===== src/rtl/seg7_scan_if.sv =====
// Bundle of the value handshake, scan controls and digit-drive outputs
// exchanged between the scan controller and its surroundings.
interface seg7_scan_if #(
  parameter int NDIG = 3
);
  logic                enable;
  logic [4*NDIG-1:0]   val_in;
  logic                val_valid;
  logic                val_ready;
  logic [3:0]          bright;
  logic                lzb;
  logic [NDIG-1:0]     dig_en;
  logic [3:0]          code;
  logic                blank;
  logic                frame_done;

  // Source side: counter/value producer and scan configuration
  modport master (
    output enable, val_in, val_valid, bright, lzb,
    input  val_ready, dig_en, code, blank, frame_done
  );

  // Scan controller side
  modport slave (
    input  enable, val_in, val_valid, bright, lzb,
    output val_ready, dig_en, code, blank, frame_done
  );
endinterface


===== src/rtl/seg7_scan_controller.sv =====
// Time-multiplexed scan scheduler for a multi-digit 7-segment display.
// Each digit slot is a dead-time (all digits off) followed by an on-window
// whose length follows the brightness setting. Digit values are double
// buffered: a pending buffer takes new values via valid/ready and is
// copied to the active buffer only at frame boundaries (or while idle),
// so a frame never shows a mix of old and new digits.
module seg7_scan_controller #(
  parameter int NDIG     = 3,
  parameter int SCAN_DIV = 50000,
  parameter int DEAD     = 16
) (
  input  logic        i_clk,
  input  logic        i_rst,
  seg7_scan_if.slave  bus
);

  localparam int PW   = $clog2(SCAN_DIV);
  localparam int SW   = (NDIG > 1) ? $clog2(NDIG) : 1;
  localparam int STEP = (SCAN_DIV - DEAD) / 15;

  typedef enum logic [1:0] {
    S_IDLE = 2'd0,
    S_DEAD = 2'd1,
    S_ON   = 2'd2
  } state_t;

  state_t            r_state;
  state_t            w_state_nxt;
  logic [PW-1:0]     r_phase;
  logic [PW-1:0]     w_phase_nxt;
  logic [SW-1:0]     r_slot;
  logic [SW-1:0]     w_slot_nxt;
  logic              w_frame_done;

  logic [3:0]        r_bright;
  logic [4*NDIG-1:0] r_act;
  logic [4*NDIG-1:0] r_pend;
  logic              r_val_ready;
  logic              w_load;
  logic              w_commit;

  logic [NDIG-1:0]   r_dig_en;
  logic [3:0]        r_code;
  logic              r_blank;
  logic              r_frame_done;

  logic [NDIG-1:0]   w_blank_vec;
  logic              w_hi_zero;
  logic [3:0]        w_nib;
  logic              w_digit_blank;
  logic [PW+3:0]     w_ofs;
  logic [PW+3:0]     w_limit;
  logic              w_lit;
  logic [NDIG-1:0]   w_dig_en;
  logic [3:0]        w_code;

  // Scan FSM state, phase and slot registers
  always_ff @(posedge i_clk or posedge i_rst) begin
    if (i_rst) begin
      r_state <= S_IDLE;
      r_phase <= {PW{1'b0}};
      r_slot  <= {SW{1'b0}};
    end else begin
      r_state <= w_state_nxt;
      r_phase <= w_phase_nxt;
      r_slot  <= w_slot_nxt;
    end
  end

  // Next-state logic: dead-time, on-window and slot/frame sequencing
  always_comb begin
    w_state_nxt  = r_state;
    w_phase_nxt  = r_phase;
    w_slot_nxt   = r_slot;
    w_frame_done = 1'b0;
    case (r_state)
      S_IDLE: begin
        w_phase_nxt = {PW{1'b0}};
        w_slot_nxt  = {SW{1'b0}};
        if (bus.enable) begin
          w_state_nxt = S_DEAD;
        end else begin
          w_state_nxt = S_IDLE;
        end
      end
      S_DEAD: begin
        w_phase_nxt = r_phase + PW'(1);
        if (r_phase == PW'(DEAD - 1)) begin
          w_state_nxt = S_ON;
        end else begin
          w_state_nxt = S_DEAD;
        end
      end
      S_ON: begin
        if (r_phase == PW'(SCAN_DIV - 1)) begin
          w_phase_nxt = {PW{1'b0}};
          if (r_slot == SW'(NDIG - 1)) begin
            w_slot_nxt   = {SW{1'b0}};
            w_frame_done = 1'b1;
          end else begin
            w_slot_nxt = r_slot + SW'(1);
          end
          // A disabled scan always restarts from slot 0 when re-enabled
          if (bus.enable) begin
            w_state_nxt = S_DEAD;
          end else begin
            w_state_nxt = S_IDLE;
            w_slot_nxt  = {SW{1'b0}};
          end
        end else begin
          w_phase_nxt = r_phase + PW'(1);
        end
      end
      default: begin
        w_state_nxt = S_IDLE;
        w_phase_nxt = {PW{1'b0}};
        w_slot_nxt  = {SW{1'b0}};
      end
    endcase
  end

  // Latch brightness on entry to the on-window so a slot never changes duty midway
  always_ff @(posedge i_clk or posedge i_rst) begin
    if (i_rst) begin
      r_bright <= 4'd0;
    end else if ((r_state == S_DEAD) && (w_state_nxt == S_ON)) begin
      r_bright <= bus.bright;
    end else begin
      r_bright <= r_bright;
    end
  end

  // Select the active nibble of the current slot and its leading-zero blanking
  always_comb begin
    w_hi_zero      = 1'b1;
    w_blank_vec    = {NDIG{1'b0}};
    w_nib          = 4'd0;
    w_digit_blank  = 1'b0;
    for (int i = NDIG - 1; i >= 1; i--) begin
      w_hi_zero      = w_hi_zero & (r_act[4*i +: 4] == 4'd0);
      w_blank_vec[i] = bus.lzb & w_hi_zero;
    end
    for (int i = 0; i < NDIG; i++) begin
      w_nib         = (r_slot == SW'(i)) ? r_act[4*i +: 4] : w_nib;
      w_digit_blank = (r_slot == SW'(i)) ? w_blank_vec[i]  : w_digit_blank;
    end
  end

  // On-window test and next digit-enable/code values
  always_comb begin
    w_ofs    = {4'd0, r_phase} - (PW+4)'(DEAD);
    w_limit  = {{PW{1'b0}}, r_bright} * (PW+4)'(STEP);
    w_lit    = (r_state == S_ON) && (w_ofs < w_limit) && !w_digit_blank;
    w_dig_en = {NDIG{1'b0}};
    for (int i = 0; i < NDIG; i++) begin
      w_dig_en[i] = w_lit && (r_slot == SW'(i));
    end
    if (w_lit) begin
      w_code = w_nib;
    end else begin
      w_code = 4'd0;
    end
  end

  // Registered display outputs: enable, code and blank move together
  always_ff @(posedge i_clk or posedge i_rst) begin
    if (i_rst) begin
      r_dig_en     <= {NDIG{1'b0}};
      r_code       <= 4'd0;
      r_blank      <= 1'b1;
      r_frame_done <= 1'b0;
    end else begin
      r_dig_en     <= w_dig_en;
      r_code       <= w_code;
      r_blank      <= (w_dig_en == {NDIG{1'b0}});
      r_frame_done <= w_frame_done;
    end
  end

  // Commit happens during the frame-done cycle or continuously while idle;
  // copying an already-committed pending buffer is harmless.
  assign w_load   = bus.val_valid & r_val_ready;
  assign w_commit = r_frame_done | (r_state == S_IDLE);

  // Pending/active double buffer and the ready flag of the value handshake
  always_ff @(posedge i_clk or posedge i_rst) begin
    if (i_rst) begin
      r_pend      <= {(4*NDIG){1'b0}};
      r_act       <= {(4*NDIG){1'b0}};
      r_val_ready <= 1'b1;
    end else begin
      if (w_commit) begin
        r_act <= r_pend;
      end else begin
        r_act <= r_act;
      end
      if (w_load) begin
        r_pend      <= bus.val_in;
        r_val_ready <= 1'b0;
      end else if (w_commit) begin
        r_val_ready <= 1'b1;
      end else begin
        r_val_ready <= r_val_ready;
      end
    end
  end

  assign bus.dig_en     = r_dig_en;
  assign bus.code       = r_code;
  assign bus.blank      = r_blank;
  assign bus.frame_done = r_frame_done;
  assign bus.val_ready  = r_val_ready;

endmodule

===== src/flat_wrapper.sv =====
// flat-port wrapper written by rule: the top's interface ports become plain ports
module seg7_scan_controller_flat 
#(
  parameter int NDIG     = 3,
  parameter int SCAN_DIV = 50000,
  parameter int DEAD     = 16
)
  (i_clk, i_rst, bus_enable, bus_val_in, bus_val_valid, bus_bright, bus_lzb, bus_val_ready, bus_dig_en, bus_code, bus_blank, bus_frame_done);
  seg7_scan_if #(.NDIG(NDIG)) bus_i ();
  input  logic i_clk;
  input  logic i_rst;
  input wire logic [$bits(bus_i.enable)-1:0] bus_enable;
  input wire logic [$bits(bus_i.val_in)-1:0] bus_val_in;
  input wire logic [$bits(bus_i.val_valid)-1:0] bus_val_valid;
  input wire logic [$bits(bus_i.bright)-1:0] bus_bright;
  input wire logic [$bits(bus_i.lzb)-1:0] bus_lzb;
  output wire logic [$bits(bus_i.val_ready)-1:0] bus_val_ready;
  output wire logic [$bits(bus_i.dig_en)-1:0] bus_dig_en;
  output wire logic [$bits(bus_i.code)-1:0] bus_code;
  output wire logic [$bits(bus_i.blank)-1:0] bus_blank;
  output wire logic [$bits(bus_i.frame_done)-1:0] bus_frame_done;
  assign bus_i.enable = bus_enable;
  assign bus_i.val_in = bus_val_in;
  assign bus_i.val_valid = bus_val_valid;
  assign bus_i.bright = bus_bright;
  assign bus_i.lzb = bus_lzb;
  assign bus_val_ready = bus_i.val_ready;
  assign bus_dig_en = bus_i.dig_en;
  assign bus_code = bus_i.code;
  assign bus_blank = bus_i.blank;
  assign bus_frame_done = bus_i.frame_done;
  seg7_scan_controller #(.NDIG(NDIG), .SCAN_DIV(SCAN_DIV), .DEAD(DEAD)) u_core (.i_clk(i_clk), .i_rst(i_rst), .bus(bus_i));
endmodule

===== config.mk =====
export PLATFORM = sky130hd
export DESIGN_NAME = seg7_scan_controller_flat
export DESIGN_NICKNAME = d
export VERILOG_FILES = /design/src/rtl/seg7_scan_if.sv /design/src/rtl/seg7_scan_controller.sv /design/src/flat_wrapper.sv
export SDC_FILE = /design/constraint.sdc
export NUM_CORES = 1
export LEC_CHECK = 0
export CAP_MARGIN = 40
export CORE_UTILIZATION = 60
export CTS_CLUSTER_DIAMETER = 80
export DETAILED_ROUTE_END_ITERATION = 16
export DONT_BUFFER_PORTS = 1
export GPL_TIMING_DRIVEN = 0
export PLACE_DENSITY = 0.72
export SLEW_MARGIN = 25
export SYNTH_ARGS = -nofsm -noshare
export SYNTH_HDL_FRONTEND = slang
export SYNTH_SLANG_ARGS = --single-unit

===== constraint.sdc =====
create_clock -name i_clk -period 6 [get_ports i_clk]
set_input_delay 1.2 -clock i_clk [delete_from_list [all_inputs] [get_ports i_clk]]
set_output_delay 1.2 -clock i_clk [all_outputs]
set_load 0.02 [all_outputs]

==> metrics.md <==
| Metric | Value |
|---|---|
| Sequential share of the synthesized area | 0.4397 |
| Die ar. | 5813 sq um |
| RSZ-0062 raised after global routing | no |
| Final design instance area without fill | 3646 sq um |
| Overflow left after global routing | 0 |
| Syn nets | 360 |
| Placement row count | 26 |
| Buffers inserted during post-CTS setup optimization | 0 |
| Crit path required time | 6230 ps |
| Post-cts resize count | 0 |
| Type of origin of the critical path | flop |
| Clock Tree Root | sky130_fd_sc_hd__clkbuf_8 |
| Arrival time at the worst endpoint | 3970 ps |
| Total global routing track utilization | 0.2401 |
| Maximum VDD drop | 236.4 uV |
| Setup CP Type | reg2reg |
| Reg2Reg Depth | 13 |
| Status | completed |
| Count of yosys warnings during synthesis | 0 |
| Multi-input combinational cell area | 1727 sq um |
| Number of clock sinks seen by CTS | 58 |
| Synthesized instance count | 308 |
| Type of destination of the critical path | flop |
| Slew @ Worst Pin | 576.1 ps |
| Critical path fanouts, max | 8 |
| Longest Clk Path Bufs | 2 |
| Via count | 2258 |
| Area of the core | 5205 sq um |
| Clock transition time at the flip-flop clock pins of the worst setup and hold paths | 60 ps |
| Fin nets | 372 |
| Clock period minus worst slack | 3732 ps |
| Worst reg2reg endpoint | u_core.bus.dig_en[2]$_DFF_PP0_ |
| Hold bufs inserted after CTS | 0 |
| Count of final max-slew check failures | 0 |
| Area grow syn2layout | 10.25% |
| Slack of the worst reg-to-reg path | 2270 ps |
| Fraction of synthesized cell area taken by the top area cell type | 0.4238 |
| Synth cell types | 43 |
| Starting density of the core | 0.6353 |
| Setup Total Neg Slack | 0 ps |
| Number of enable flip-flop cells after synthesis | 0 |
| Synthesized cell area | 3307 sq um |
| Height of the die | 76.24 microns |
| Total Power Consumption | 0.8530 mW |
| Worst hold-check path type | reg2reg |
| H-Tree Level Count | 3 |
| Number of buffers inserted during clock tree synthesis | 9 |
| Most frequent cell after synthesis | sky130_fd_sc_hd__dfrtp_1 |
| Total half-perimeter wirelength after legalization and detailed placement | 4378 microns |
| Number of port buffers | 0 |
| # DRC | 0 |
| Worst setup skew after layout | 4.873 ps |
| R2r startpoint | u_core.r_bright[3]$_DFFE_PP0P_ |
| Post-synthesis area per instance | 10.74 sq um |
| Register bit count reported by yosys | 58 |
| Launch point of the worst path | u_core.r_bright[3]$_DFFE_PP0P_ |
| Worst-case headroom to the max-slew limit | 0.6159 |
| Most numerous cell types in the synthesized netlist | 56 x sky130_fd_sc_hd__dfrtp_1, 35 x sky130_fd_sc_hd__nor2_1, 30 x sky130_fd_sc_hd__ha_1, 29 x sky130_fd_sc_hd__mux2_2, 17 x sky130_fd_sc_hd__xor2_1 |
| Power density cells | 234.0 nW/um^2 |
| Top cell type by total area after synthesis | sky130_fd_sc_hd__dfrtp_1 |
| Share of flip-flops with an asynchronous set or reset | 1.000 |
| Cell types occupying the most area after synthesis | sky130_fd_sc_hd__dfrtp_1 42%, sky130_fd_sc_hd__ha_1 11%, sky130_fd_sc_hd__mux2_2 9.9%, sky130_fd_sc_hd__xor2_1 4.5%, sky130_fd_sc_hd__nor2_1 4.0% |
| Final core area utilization | 0.7005 |
| Leakage power of the design | 1.911 nW |
| Horiz. Die Dim | 76.24 microns |
| Top Ports | 31 |
| Last weighted congestion value of the routability-driven placer | 0.7749 |
| Final-layout worst hold slack | 492.6 ps |
| Vias in the first global route | 2254 |
| CTS tree | built |
| Cell area after placement | 3417 sq um |
| Number of antenna violations at the first check in global routing | 0 |
| Global-route wire length before repair | 10750 microns |
| Detailed Routing Iterations Pass 1 | 4 |
| FF/Latch Area | 1454 sq um |
| Post-DR wirelength/cell | 15.37 microns |
| Average via count per standard cell | 5.716 |
| Wirelength, routed | 6071 microns |
| Antenna diode count | 0 |
| Number of max-capacitance violations reported | 0 |
| Predominant post-synthesis flop cell | sky130_fd_sc_hd__dfrtp_1 |
| Highest attainable clock frequency | 267.9 MHz |
| Fin. Hold Viols | 0 |
| CP endpoint | u_core.bus.dig_en[2]$_DFF_PP0_ |
| First DRT Iteration DRCs | 96 |
| Setup-failing EPs final | 0 |
| Layout cell share with drive strength beyond 1 | 0.1692 |
| Number of fill cells | 404 |
| Insertion delay of the later-clocked pin in the worst-skew pair | 330 ps |
| Final cycle utilization of the critical path | 0.6221 |
| Pin count of the biggest net entering global routing | 46 |
| Final antenna-violating net count | 0 |
-- critical path, cell delays in order, from the launching register on --
cell and delay (ps):
sky130_fd_sc_hd__dfrtp_1 440, sky130_fd_sc_hd__ha_1 310, sky130_fd_sc_hd__ha_1 280, sky130_fd_sc_hd__ha_1 230
sky130_fd_sc_hd__fa_1 410, sky130_fd_sc_hd__a21o_1 170, sky130_fd_sc_hd__a21oi_1 170, sky130_fd_sc_hd__xor2_1 180
sky130_fd_sc_hd__ha_1 270, sky130_fd_sc_hd__nand4_1 110, sky130_fd_sc_hd__nand4b_1 80, sky130_fd_sc_hd__or4_1 510
sky130_fd_sc_hd__clkbuf_1 200, sky130_fd_sc_hd__nor3b_1 270
-- power breakdown --
part | switching, mW | total, mW | internal [mW]
Combinational | 0.0281 | 0.0484 | 0.0202
Sequential | 0.00211 | 0.395 | 0.393
Clock | 0.153 | 0.410 | 0.257
Total | 0.184 | 0.853 | 0.670
-- flip-flops by register name, summed over array words and instances (netlist names), 2 cells and up --
signal,cells
u_core.r_act,12
u_core.bus.dig_en,3
u_core.r_state,2
u_core.r_bright,4
u_core.r_phase,16
u_core.bus.code,4
u_core.r_pend,12
u_core.r_slot,2
-- how the worst min path moves through the flow --
stage                     cells after the start  slack [ps]                   startpoint                           to
after floorplan                               1         450  u_core.r_phase[0]$_DFF_PP0_  u_core.r_phase[0]$_DFF_PP0_
after global placement                        1         470  u_core.r_phase[0]$_DFF_PP0_  u_core.r_phase[0]$_DFF_PP0_
after detailed placement                      1         480  u_core.r_phase[0]$_DFF_PP0_  u_core.r_phase[0]$_DFF_PP0_
after CTS                                     1         490  u_core.r_phase[0]$_DFF_PP0_  u_core.r_phase[0]$_DFF_PP0_
after global routing                          1         520  u_core.r_phase[0]$_DFF_PP0_  u_core.r_phase[0]$_DFF_PP0_
final                                         1         490  u_core.r_phase[0]$_DFF_PP0_  u_core.r_phase[0]$_DFF_PP0_
-- placed cells by master (no fill, tap or decap), types with 11 or more instances in the layout --
master,n
sky130_fd_sc_hd__mux2_2,29
sky130_fd_sc_hd__nor2_1,35
sky130_fd_sc_hd__a21oi_1,12
sky130_fd_sc_hd__ha_1,30
sky130_fd_sc_hd__nand4_1,11
sky130_fd_sc_hd__xor2_1,17
sky130_fd_sc_hd__dfrtp_1,56
sky130_fd_sc_hd__nand2_1,13
sky130_fd_sc_hd__inv_1,15
sky130_fd_sc_hd__clkbuf_8,11
sky130_fd_sc_hd__clkbuf_1,12
-- layout make-up --
| cell class | instances | area share |
|---|---|---|
| timing repair buffer | 1 | 0.005491 |
| sequential | 58 | 0.3988 |
| clock inverter | 4 | 0.02025 |
| clock buffer | 12 | 0.04255 |
| multi-input combinational | 219 | 0.4736 |
| tap | 70 | 0.02402 |
| inverter | 16 | 0.01716 |
| buffer | 15 | 0.01819 |
-- cell families (layout without fill, tap and decap cells) --
group	count (synthesis)	count (layout)	synth area share
compound gates	29	29	0.06016
fa+ha+maj	31	31	0.1196
buf+inv	31	48	0.03821
flops	58	58	0.4397
mux	33	33	0.1109
simple gates	101	101	0.1653
xor+xnor	25	25	0.06621
-- stage by stage --
| step | worst slack [ps] | instances |
|---|---|---|
| floorplan | 2583 | 308 |
| global placement | 2328 | 378 |
| detailed placement | 2294 | 379 |
| CTS | 2269 | 395 |
| global route | 2039 | 395 |
| finish | 2268 | 395 |
-- layer usage --
metal | GRT usage | part of all wire | vias up
met1 | 0.3228 | 0.49 | 1102
met5 | 0 | 0 | -
met2 | 0.3631 | 0.45 | 43
li1 | - | - | 1102
met3 | 0.06826 | 0.040 | 11
met4 | 0.1038 | 0.017 | 0
Power figures use the tool's default switching activity.
